--- src/rtl/fetch_pkg.sv ---
`default_nettype none
// ============================================================================
//  Module      : fetch_pkg
//  Description : Shared types for the instruction-fetch stage: instruction
//                word types, fetch FSM states, NOP constant and skid entry.
//  Revision    : 1.0 - initial release
// ============================================================================
package fetch_pkg;

    localparam int WIDTH_DEFAULT = 32;

    typedef logic [31:0] instrType;
    typedef logic [6:0]  opCode;
    typedef logic [2:0]  func;

    typedef enum logic [0:0] {
        FETCH   = 1'b0,
        DISCARD = 1'b1
    } fetchState;

    localparam instrType NOP = '0;

    typedef struct packed {
        instrType                   instr;
        logic [WIDTH_DEFAULT-1:0]   pc;
    } skidEntry;

endpackage
`default_nettype wire

--- src/rtl/fetch_skid.sv ---
`default_nettype none
// ============================================================================
//  Module      : fetch_skid
//  Description : One-entry skid buffer holding an instruction that arrived
//                while decode was stalled.
//  Ports       : clk, rst      - clock, synchronous active-high reset
//                flush         - drop any held entry (redirect)
//                push/pushEntry- capture an entry
//                pop           - release the held entry
//                full/entry    - occupancy flag and held entry
//  Revision    : 1.0 - initial release
// ============================================================================
module fetch_skid
    import fetch_pkg::*;
(
    input  logic     clk,
    input  logic     rst,
    input  logic     flush,
    input  logic     push,
    input  logic     pop,
    input  skidEntry pushEntry,
    output logic     full,
    output skidEntry entry
);

    always_ff @(posedge clk) begin
        if (rst || flush) begin
            full  <= 1'b0;
            entry <= '0;
        end else if (push) begin
            full  <= 1'b1;
            entry <= pushEntry;
        end else if (pop) begin
            full  <= 1'b0;
        end
    end

endmodule
`default_nettype wire

--- src/rtl/fetch.sv ---
`default_nettype none
// ============================================================================
//  Module      : fetch
//  Description : Instruction-fetch stage. Owns the PC, issues req/ack fetches
//                to instruction memory, honours decode stall via a one-entry
//                skid buffer and accepts branch/jump redirects.
//  Ports       : clk, rst                  - clock, sync active-high reset
//                stall                     - decode cannot accept
//                pcSrc, pcTarget           - redirect request / address
//                imemReq, imemAddr         - memory request / word address
//                imemAck, imemData         - memory completion / data
//                instr, instrValid, pc, pcPlus4 - registered outputs to decode
//  Revision    : 1.0 - initial release
// ============================================================================
module fetch
    import fetch_pkg::*;
#(
    parameter int               WIDTH    = 32,
    parameter logic [WIDTH-1:0] RESET_PC = '0
) (
    input  logic             clk,
    input  logic             rst,
    input  logic             stall,
    input  logic             pcSrc,
    input  logic [WIDTH-1:0] pcTarget,
    output logic             imemReq,
    output logic [WIDTH-1:0] imemAddr,
    input  logic             imemAck,
    input  logic [31:0]      imemData,
    output instrType         instr,
    output logic             instrValid,
    output logic [WIDTH-1:0] pc,
    output logic [WIDTH-1:0] pcPlus4
);

    localparam logic [WIDTH-1:0] c_FOUR = WIDTH'(4);

    fetchState        r_state;
    logic [WIDTH-1:0] r_fetchPc;
    // Address of the abandoned request; it must stay on the bus until the
    // stale ack arrives even though fetchPc already holds the target.
    logic [WIDTH-1:0] r_discardAddr;

    logic             w_skidFull;
    skidEntry         w_skidEntry;
    skidEntry         w_pushEntry;
    logic             w_ack;
    logic             w_outFree;
    logic             w_push;
    logic             w_pop;
    logic [WIDTH-1:0] w_target;

    assign imemReq  = !rst && ((r_state == FETCH && !w_skidFull) || r_state == DISCARD);
    assign imemAddr = (r_state == DISCARD) ? r_discardAddr : r_fetchPc;

    // An ack only counts against a live request.
    assign w_ack     = imemAck && imemReq;
    assign w_outFree = !stall || !instrValid;
    assign w_target  = {pcTarget[WIDTH-1:2], 2'b00};

    assign w_push = (r_state == FETCH) && !pcSrc && w_ack && !w_outFree;
    assign w_pop  = (r_state == FETCH) && !pcSrc && w_skidFull && !stall;

    assign w_pushEntry.instr = imemData;
    assign w_pushEntry.pc    = r_fetchPc;

    fetch_skid u_skid (
        .clk       (clk),
        .rst       (rst),
        .flush     (pcSrc),
        .push      (w_push),
        .pop       (w_pop),
        .pushEntry (w_pushEntry),
        .full      (w_skidFull),
        .entry     (w_skidEntry)
    );

    always_ff @(posedge clk) begin
        if (rst) begin
            r_state       <= FETCH;
            r_fetchPc     <= RESET_PC;
            r_discardAddr <= RESET_PC;
            instr         <= NOP;
            instrValid    <= 1'b0;
            pc            <= RESET_PC;
            pcPlus4       <= RESET_PC + c_FOUR;
        end else if (pcSrc) begin
            instrValid <= 1'b0;
            r_fetchPc  <= w_target;
            if (r_state == FETCH) begin
                if (imemReq && !w_ack) begin
                    r_state       <= DISCARD;
                    r_discardAddr <= r_fetchPc;
                end
            end else if (w_ack) begin
                // Stale request finished this cycle; nothing left to drop.
                r_state <= FETCH;
            end
        end else if (r_state == DISCARD) begin
            if (w_ack) begin
                r_state <= FETCH;
            end
        end else if (w_skidFull) begin
            if (!stall) begin
                instr      <= w_skidEntry.instr;
                pc         <= w_skidEntry.pc[WIDTH-1:0];
                pcPlus4    <= w_skidEntry.pc[WIDTH-1:0] + c_FOUR;
                instrValid <= 1'b1;
            end
        end else if (w_ack) begin
            r_fetchPc <= r_fetchPc + c_FOUR;
            if (w_outFree) begin
                instr      <= imemData;
                pc         <= r_fetchPc;
                pcPlus4    <= r_fetchPc + c_FOUR;
                instrValid <= 1'b1;
            end
        end else if (w_outFree) begin
            instrValid <= 1'b0;
        end
    end

endmodule
`default_nettype wire

--- config.mk ---
export PLATFORM = sky130hd
export DESIGN_NAME = fetch
export DESIGN_NICKNAME = d
export VERILOG_FILES = /design/src/rtl/fetch_pkg.sv /design/src/rtl/fetch_skid.sv /design/src/rtl/fetch.sv
export SDC_FILE = /design/constraint.sdc
export NUM_CORES = 1
export LEC_CHECK = 0
export ABC_AREA = 0
export CORE_MARGIN = 5
export CORE_UTILIZATION = 53
export CTS_CLUSTER_DIAMETER = 100
export CTS_CLUSTER_SIZE = 20
export DETAILED_ROUTE_END_ITERATION = 12
export PLACE_DENSITY = 0.81
export SLEW_MARGIN = 20
export SYNTH_ARGS = -nofsm -noshare
export SYNTH_HDL_FRONTEND = slang
export SYNTH_HIERARCHICAL = 1
export SYNTH_SLANG_ARGS = --single-unit
--- constraint.sdc ---
create_clock -name clk -period 2.9 [get_ports clk]
set_input_delay 0.725 -clock clk [delete_from_list [all_inputs] [get_ports clk]]
set_output_delay 0.725 -clock clk [all_outputs]
set_load 0.05 [all_outputs]
Word level (Yosys, flattened, before mapping)
Index checks and enable logic that the tools add are counted.

Reductions and logical operators: 29. Eq/ne operators: 3. $add $sub $neg: 2. Multiplexer cells: 29. Bitwise logic cells: 3.

Operators by type and width (count): $mux W32 (17); $add A32 B3 Y32 const B (2); $mux W1 (12); $reduce_and A3 Y1 (4); $logic_and A1 B1 Y1 (9); $reduce_bool A2 Y1 (4); $logic_not A1 Y1 (7); $ne A2 B2 Y1 const B (3); $reduce_and A5 Y1 (1); $logic_or A1 B1 Y1 (3); $not A1 Y1 (3); $reduce_or A2 Y1 (1).

Register bits: 227. Word-level logic and storage cells: 77.

Depth between registers and ports, before layout
Gate-level depths: netlist of run 1.

Depth in word-level cells: 10. Depth in mapped cells: 10.

Modules after synthesis
The synthesis of run 1 kept the hierarchy.

Modules (own cells, without submodules): fetch (seq. area each 3123.0 um2, cells each 1050, instances 1, area each 8563.2 um2); fetch_skid (seq. area each 1301.2 um2, cells each 211, instances 1, area each 2318.5 um2).

Least setup slack after synthesis of run 1
Ideal clock, no wire load.

Kind: flip-flop to output port. Start: register with a tool-made name. End: output imemAddr[23]. Required time: 2.175 ns. Path slack: 0.189 ns. Path buffers: 3. Arrival time: 1.986 ns. Stages on the path, launching flop included: 5. Cell sequence: dfxtp_1 > clkbuf_1 > clkbuf_1 > clkbuf_1 > o21ai_0.

RTL lines: end, declared (RTL line fetch.sv:27) `output logic [WIDTH-1:0] imemAddr,`.

==> results of run 1 <==
-- power breakdown --
part / leakage [nW] / internal, mW / total, mW / switching (mW)
clock network: 0.202 / 0.964 / 2.04 / 1.08
logic: 2.46 / 0.413 / 1.03 / 0.621
registers: 1.79 / 3.11 / 3.20 / 0.0833
total: 4.45 / 4.49 / 6.27 / 1.78
-- cell families (layout without fill, tap and decap cells) --
| logic type | Yosys count | after routing | share of synthesized area [%] |
|---|---|---|---|
| buf+inv | 136 | 279 | 5.99 |
| mux | 152 | 152 | 14.2 |
| xor+xnor | 24 | 24 | 1.93 |
| compound gates | 271 | 271 | 16.3 |
| other cells | 1 | 4 | 0.0345 |
| flops | 221 | 221 | 40.7 |
| simple gates | 454 | 454 | 20.6 |
| fa+ha+maj | 2 | 2 | 0.230 |
-- critical path, delay by kind of cell (launching register included) --
family	cells	cell delay (ns)
compound gates	1	0.34
flops	1	0.34
buf+inv	3	0.76
-- per-stage QoR --
stage / setup WS, ns / total power, mW / utilization (%) / hold slack [ns]
after global routing: 0.145 / 6.48 / 67.9 / 0.475
final: 0.247 / 6.27 / 67.9 / 0.444
after global placement: 0.248 / 4.28 / 65.9 / 0.432
after floorplan: 0.189 / 3.86 / - / 0.433
after CTS: 0.249 / 6.30 / 67.9 / 0.446
after detailed placement: 0.182 / 4.29 / 65.9 / 0.433
-- cell usage after synthesis, drive strengths merged (8+ instances only) --
| library cell | n |
|---|---|
| a31oi | 20 |
| mux2i | 129 |
| and4 | 8 |
| o21ai | 45 |
| buf | 54 |
| nor3b | 8 |
| nand3 | 35 |
| o31a | 10 |
| mux2 | 23 |
| clkbuf | 66 |
| nand4 | 21 |
| inv | 16 |
| o32ai | 8 |
| nor2 | 162 |
| a21oi | 75 |
| nand2 | 121 |
| xor2 | 9 |
| xnor2 | 15 |
| o211ai | 8 |
| a211oi | 63 |
| and3 | 15 |
| dfxtp | 221 |
| nor3 | 30 |
| nor4 | 24 |
-- layout make-up --
class / count / area (um^2) / share of cell area (%)
clock buffers: 17 / 383 / 2.79
inverters: 16 / 60.1 / 0.437
repair buffers: 244 / 2680 / 19.5
multi-input cells: 907 / 5830 / 42.4
well taps: 270 / 338 / 2.46
clock inverters: 2 / 28.8 / 0.209
flip-flops and latches: 221 / 4430 / 32.2
-- worst paths after layout --
check                     start     endpoint  slack (ns)  cells past startpoint
setup / recovery      flip-flop      imemReq        0.25                      4
hold / removal       pcPlus4[2]   pcPlus4[2]        0.44                      2
hold reg to reg      pcPlus4[2]   pcPlus4[2]        0.44                      2
setup reg to reg  r_fetchPc[11]  pcPlus4[26]        0.55                      5
-- flip-flops by register name, indices dropped and copies added, names as in the netlist, named ones only --
signal	flops
r_discardAddr	30
instrValid	1
u_skid/entry	64
r_fetchPc	30
pc	32
pcPlus4	30
instr	32
u_skid/full	1
-- metal layers --
layer | track usage (%) | part of all wire [%] | wire (um)
met1 | 36.2 | 44 | 13800
met2 | 38.9 | 44 | 13800
met4 | 7.64 | 3.1 | 966
met3 | 3.93 | 8.0 | 2490
met5 | 0 | 0 | 0
==> summary.md, run 1 <==
| Metric | Value |
|---|---|
| Post-synth top area cell | dfxtp_1 |
| Setup total negative slack | 0 ns |
| Die height | 153 um |
| Die X | 153 um |
| Top cell type's share of synthesized area | 40.7% |
| Largest net degree at the start of global routing | 96 |
| Clock transition at path regs | 0.09 ns |
| Setup Buffers After CTS | 0 |
| Max frequency | 0.377 GHz |
| Final std cells w/o fill | 1677 |
| Min-Delay Path Class | flip-flop to flip-flop |
| Power density cells | 456 nW/um^2 |
| Post-route cell area | 13700 um^2 |
| Fraction of layout cells with a size suffix above 1 | 10.6% |
| Syn avg cell area | 8.63 um^2 |
| Gr usage total | 25.1% |
| Hold-fix buffers, CTS | 0 |
| Final antenna diode count | 0 |
| Die area | 23500 um^2 |
| Sequential fraction of the synthesis area | 40.7% |
| Filler cells | 1595 |
| Fin. max-slew vios | 0 |
| Synth Flop Type | dfxtp_1 |
| Critical Path Start Type | flip-flop |
| Clock Path Buffers | 3 |
| Routed WL per cell | 18.5 um |
| DR vias/cell | 5.98 |
| Routed vias | 10000 |
| Outcome | complete, no violations |
| Cts bufs inserted | 15 |
| Crit. End Element | output pin |
| CTS root buf | clkbuf_16 |
| Post_cts resized | 0 |
| Yosys Warn Count | 6 |
| Area of the core | 20200 um^2 |
| CTS tree | done |
| Fin. Hold Viols | 0 |
| Worst path cell trace | buf_4 -> inv_1 -> a21oi_1 -> buf_12 |
| #FFs+latches synth | 221 |
| Mapped cell area | 10900 um^2 |
| Slew margin rel. | 40.8% |
| Most frequent cells in the layout | 220 x dfxtp_1, 162 x nor2_1, 162 x clkdlybuf4s50_1 |
| GP Congestion | 0.943 |
| Setup Viol. Count Final | 0 |
| Commonest non-fill, non-tap cell in the layout | dfxtp_1 |
| CP Data Arrival Time | 1.93 ns |
| Worst Path Max Fanout | 43 |
| Row count | 52 |
| Final worst-path cycle share | 91.5% |
| CP required | 2.17 ns |
| Critical path class | flip-flop to output pin |
| Unique masters post-synth | 69 |
| Remaining antenna violation count | 0 |
| EDFF count, synth | 0 |
| Leakage | 4.45 nW |
| Hpwl dp | 21800 um |
| Final Skew | 0.0280 ns |
| RSZ-0062 raised after global routing | no |
| Delay of the slowest critical-path stage | 0.41 ns |
| Placed insts | 1658 |
| Gr ovfl total | 0 |
| Tightest Pin Transition | 0.888 ns |
| Cell Area, Placed | 13300 um^2 |
| Vias in the first global route | 9327 |
| Fin crit period | 2.65 ns |
| Initial antenna violation count | 0 |
| Ports | 199 |
| Clock sinks | 221 |
| Post-Syn Instances | 1261 |
| H-tree depth | 1 |
| Starting density of the core | 53.8% |
| First-pass GRT wire length | 49700 um |
| Peak supply drop | 0.000355 V |
| Synthesis-to-finish area growth | 26.3% |
| Drt pass-1 iters | 5 |
| Ys async rst share | 0% |
| Top post-synthesis cells by area | dfxtp_1 41%, mux2i_1 12%, nor2_1 5.6% |
| WL final | 31100 um |
| Final nets | 1476 |
| Max-cap violations | 0 |
| DR iter-0 viols | 864 |
| Worst skew pair latency | 0.49 ns |
| # port buffers | 194 |
| Drt drc | 0 |
| CP max stage cell | buf_4 |
Note: power is estimated with default switching activity, not from simulation.
==> run 2: changes to the inputs <==
--- a/config.mk
+++ b/config.mk
@@ -8,7 +8,7 @@
 export ABC_AREA = 0
 export CORE_MARGIN = 5
 export CORE_UTILIZATION = 53
-export CTS_CLUSTER_DIAMETER = 100
+export CTS_CLUSTER_DIAMETER = 120
 export CTS_CLUSTER_SIZE = 20
 export DETAILED_ROUTE_END_ITERATION = 12
 export PLACE_DENSITY = 0.81
==> constraint.sdc (replaced) <==
create_clock -name clk -period 2.9 [get_ports clk]
set_input_delay 0.725 -clock clk [delete_from_list [all_inputs] [get_ports clk]]
set_output_delay 0.725 -clock clk [all_outputs]
set_load 0.1 [all_outputs]
==> summary.md, run 2 (same netlist as run 1, synthesis figures left out) <==
| Metric | Value |
|---|---|
| Worst Slack Setup Final | 0.222 ns (-0.0252 ns) |
| First-pass GRT wire length | 49100 um (-1.2%) |
| Vias in the first global route | 9408 (+0.87%) |
| CTS tree | done |
| Die area | 23500 um^2 (unchanged) |
| Max frequency | 0.373 GHz (-0.94%) |
| GP Congestion | 0.957 (+1.5%) |
| DR iter-0 viols | 892 (+3.2%) |
| RSZ-0062 raised after global routing | no |
| Outcome | complete, no violations |
| Routed WL per cell | 18.4 um (-0.56%) |
| Post_cts resized | 0 (unchanged) |
| Worst Path Max Fanout | 43 (unchanged) |
| Final antenna diode count | 0 (unchanged) |
| Routed vias | 9977 (-0.47%) |
| DP Worst Slack | 0.222 ns (+0.0394 ns) |
| Critical Path Start Type | flip-flop |
| Min-Delay Path Class | flip-flop to flip-flop |
| H-tree depth | 1 (unchanged) |
| Setup total negative slack | 0 ns (unchanged) |
| Clock Path Buffers | 3 (unchanged) |
| Finished Core Util | 66.7% (-1.2 points) |
| CP endpoint | imemReq |
| Starting density of the core | 53.8% (unchanged) |
| Fin. Hold Viols | 0 (unchanged) |
| Max-cap violations | 0 (unchanged) |
| Tightest Pin Transition | 1.04 ns (+0.150 ns) |
| Fin crit period | 2.68 ns (+0.0252 ns) |
| Reg2Reg Depth | 5 (unchanged) |
| Cell Area, Placed | 13100 um^2 (-1.8%) |
| CP Data Arrival Time | 1.95 ns (+0.02 ns) |
| Leakage | 4.63 nW (+3.9%) |
| Worst R2R Setup Slack | 0.51 ns (-0.04 ns) |
| Hold-fix buffers, CTS | 0 (unchanged) |
| Setup Viol. Count Final | 0 (unchanged) |
| # port buffers | 194 (unchanged) |
| Worst skew pair latency | 0.49 ns (about the same) |
| CP required | 2.17 ns (about the same) |
| Final Skew | 0.0309 ns (+0.00298 ns) |
| Final nets | 1473 (-0.20%) |
| Slew margin rel. | 30.7% (-10 points) |
| Peak supply drop | 0.000354 V (-0.28%) |
| Area of the core | 20200 um^2 (unchanged) |
| Commonest non-fill, non-tap cell in the layout | dfxtp_1 |
| Regs by FF count | u_skid/entry x64, instr x32, pc x32 |
| Largest register by flop count | u_skid/entry |
| Clock sinks | 221 (unchanged) |
| Gr ovfl total | 0 (unchanged) |
| Reg2reg end | pcPlus4[29] |
| Setup Buffers After CTS | 0 (unchanged) |
| Die X | 153 um (unchanged) |
| Critical path class | flip-flop to output pin |
| Clock transition at path regs | 0.09 ns (about the same) |
| Remaining antenna violation count | 0 (unchanged) |
| Initial antenna violation count | 0 (unchanged) |
| Fin. max-slew vios | 0 (unchanged) |
| DR vias/cell | 5.96 (-0.23%) |
| Cts bufs inserted | 15 (unchanged) |
| Drt drc | 0 (unchanged) |
| Max reg flops | 64 (unchanged) |
| Post-route cell area | 13500 um^2 (-1.8%) |
| Final std cells w/o fill | 1673 (-0.24%) |
| Power density cells | 483 nW/um^2 (+5.7%) |
| Most frequent cells in the layout | 220 x dfxtp_1, 162 x nor2_1, 140 x buf_4 |
| CTS root buf | clkbuf_16 |
| Final worst-path cycle share | 92.3% (+0.87 points) |
| Die height | 153 um (unchanged) |
| Gr usage total | 24.8% (-0.34 points) |
| Drt pass-1 iters | 6 (+1) |
| Crit. End Element | output pin |
| Largest net degree at the start of global routing | 97 (+1.0%) |
| Row count | 52 (unchanged) |
| Filler cells | 1654 (+3.7%) |
| Ports | 199 (unchanged) |
| Hpwl dp | 22000 um (+1.1%) |
| Synthesis-to-finish area growth | 24.0% |
| Fraction of layout cells with a size suffix above 1 | 17.5% (+6.9 points) |
| Overall power | 6.51 mW (+3.8%) |
| Reg-to-Reg Start | r_fetchPc[12] |
| WL final | 30800 um (-0.80%) |
| Placed insts | 1655 (-0.18%) |
| Fin Hold WS | 0.449 ns (+0.00466 ns) |
## run 2: changes by cell type in the layout (fill, tap and decap cells not counted), sizes merged
| cell | before | now |
|---|---|---|
| buf | 82 | 176 |
| clkdlybuf4s50 | 162 | 65 |
| inv | 18 | 17 |
## run 2: critical path, cell delays in order (launching register included)
cell and delay (ns):
dfxtp_1 0.33, buf_4 0.42, inv_1 0.18, a21oi_2 0.30, buf_12 0.22
## run 2: routing by layer
metal	up-vias	GRT usage [%]	wire length, um
met5	-	0	0
met3	58	4.89	2650
met4	0	6.45	773
met2	436	38.9	14000
li1	4817	-	-
met1	4666	35.1	13400
## run 2: area by class of cell
cell class	count	area (um^2)	area share, %
timing repair buffer	241	2420	17.9
tap	270	338	2.50
sequential	221	4430	32.8
multi-input combinational	907	5840	43.3
inverter	16	60.1	0.445
clock buffer	17	383	2.84
clock inverter	1	20.0	0.148
## run 2: worst min-delay path by stage
stage                      start                 to  slack (ns)  depth (start not counted)
4_1_cts               pcPlus4[2]         pcPlus4[2]        0.45                          2
3_3_place_gp          pcPlus4[2]         pcPlus4[2]        0.44                          2
2_1_floorplan  r_discardAddr[10]  r_discardAddr[10]        0.43                          2
5_1_grt         r_discardAddr[6]   r_discardAddr[6]        0.47                          2
3_5_place_dp          pcPlus4[2]         pcPlus4[2]        0.44                          2
6_report              pcPlus4[2]         pcPlus4[2]        0.45                          2
## run 2: power by group
group	switching (mW)	leakage, nW	internal [mW]
sequential	0.0891	1.79	3.11
combinational	0.912	2.63	0.400
clock	1.04	0.197	0.956
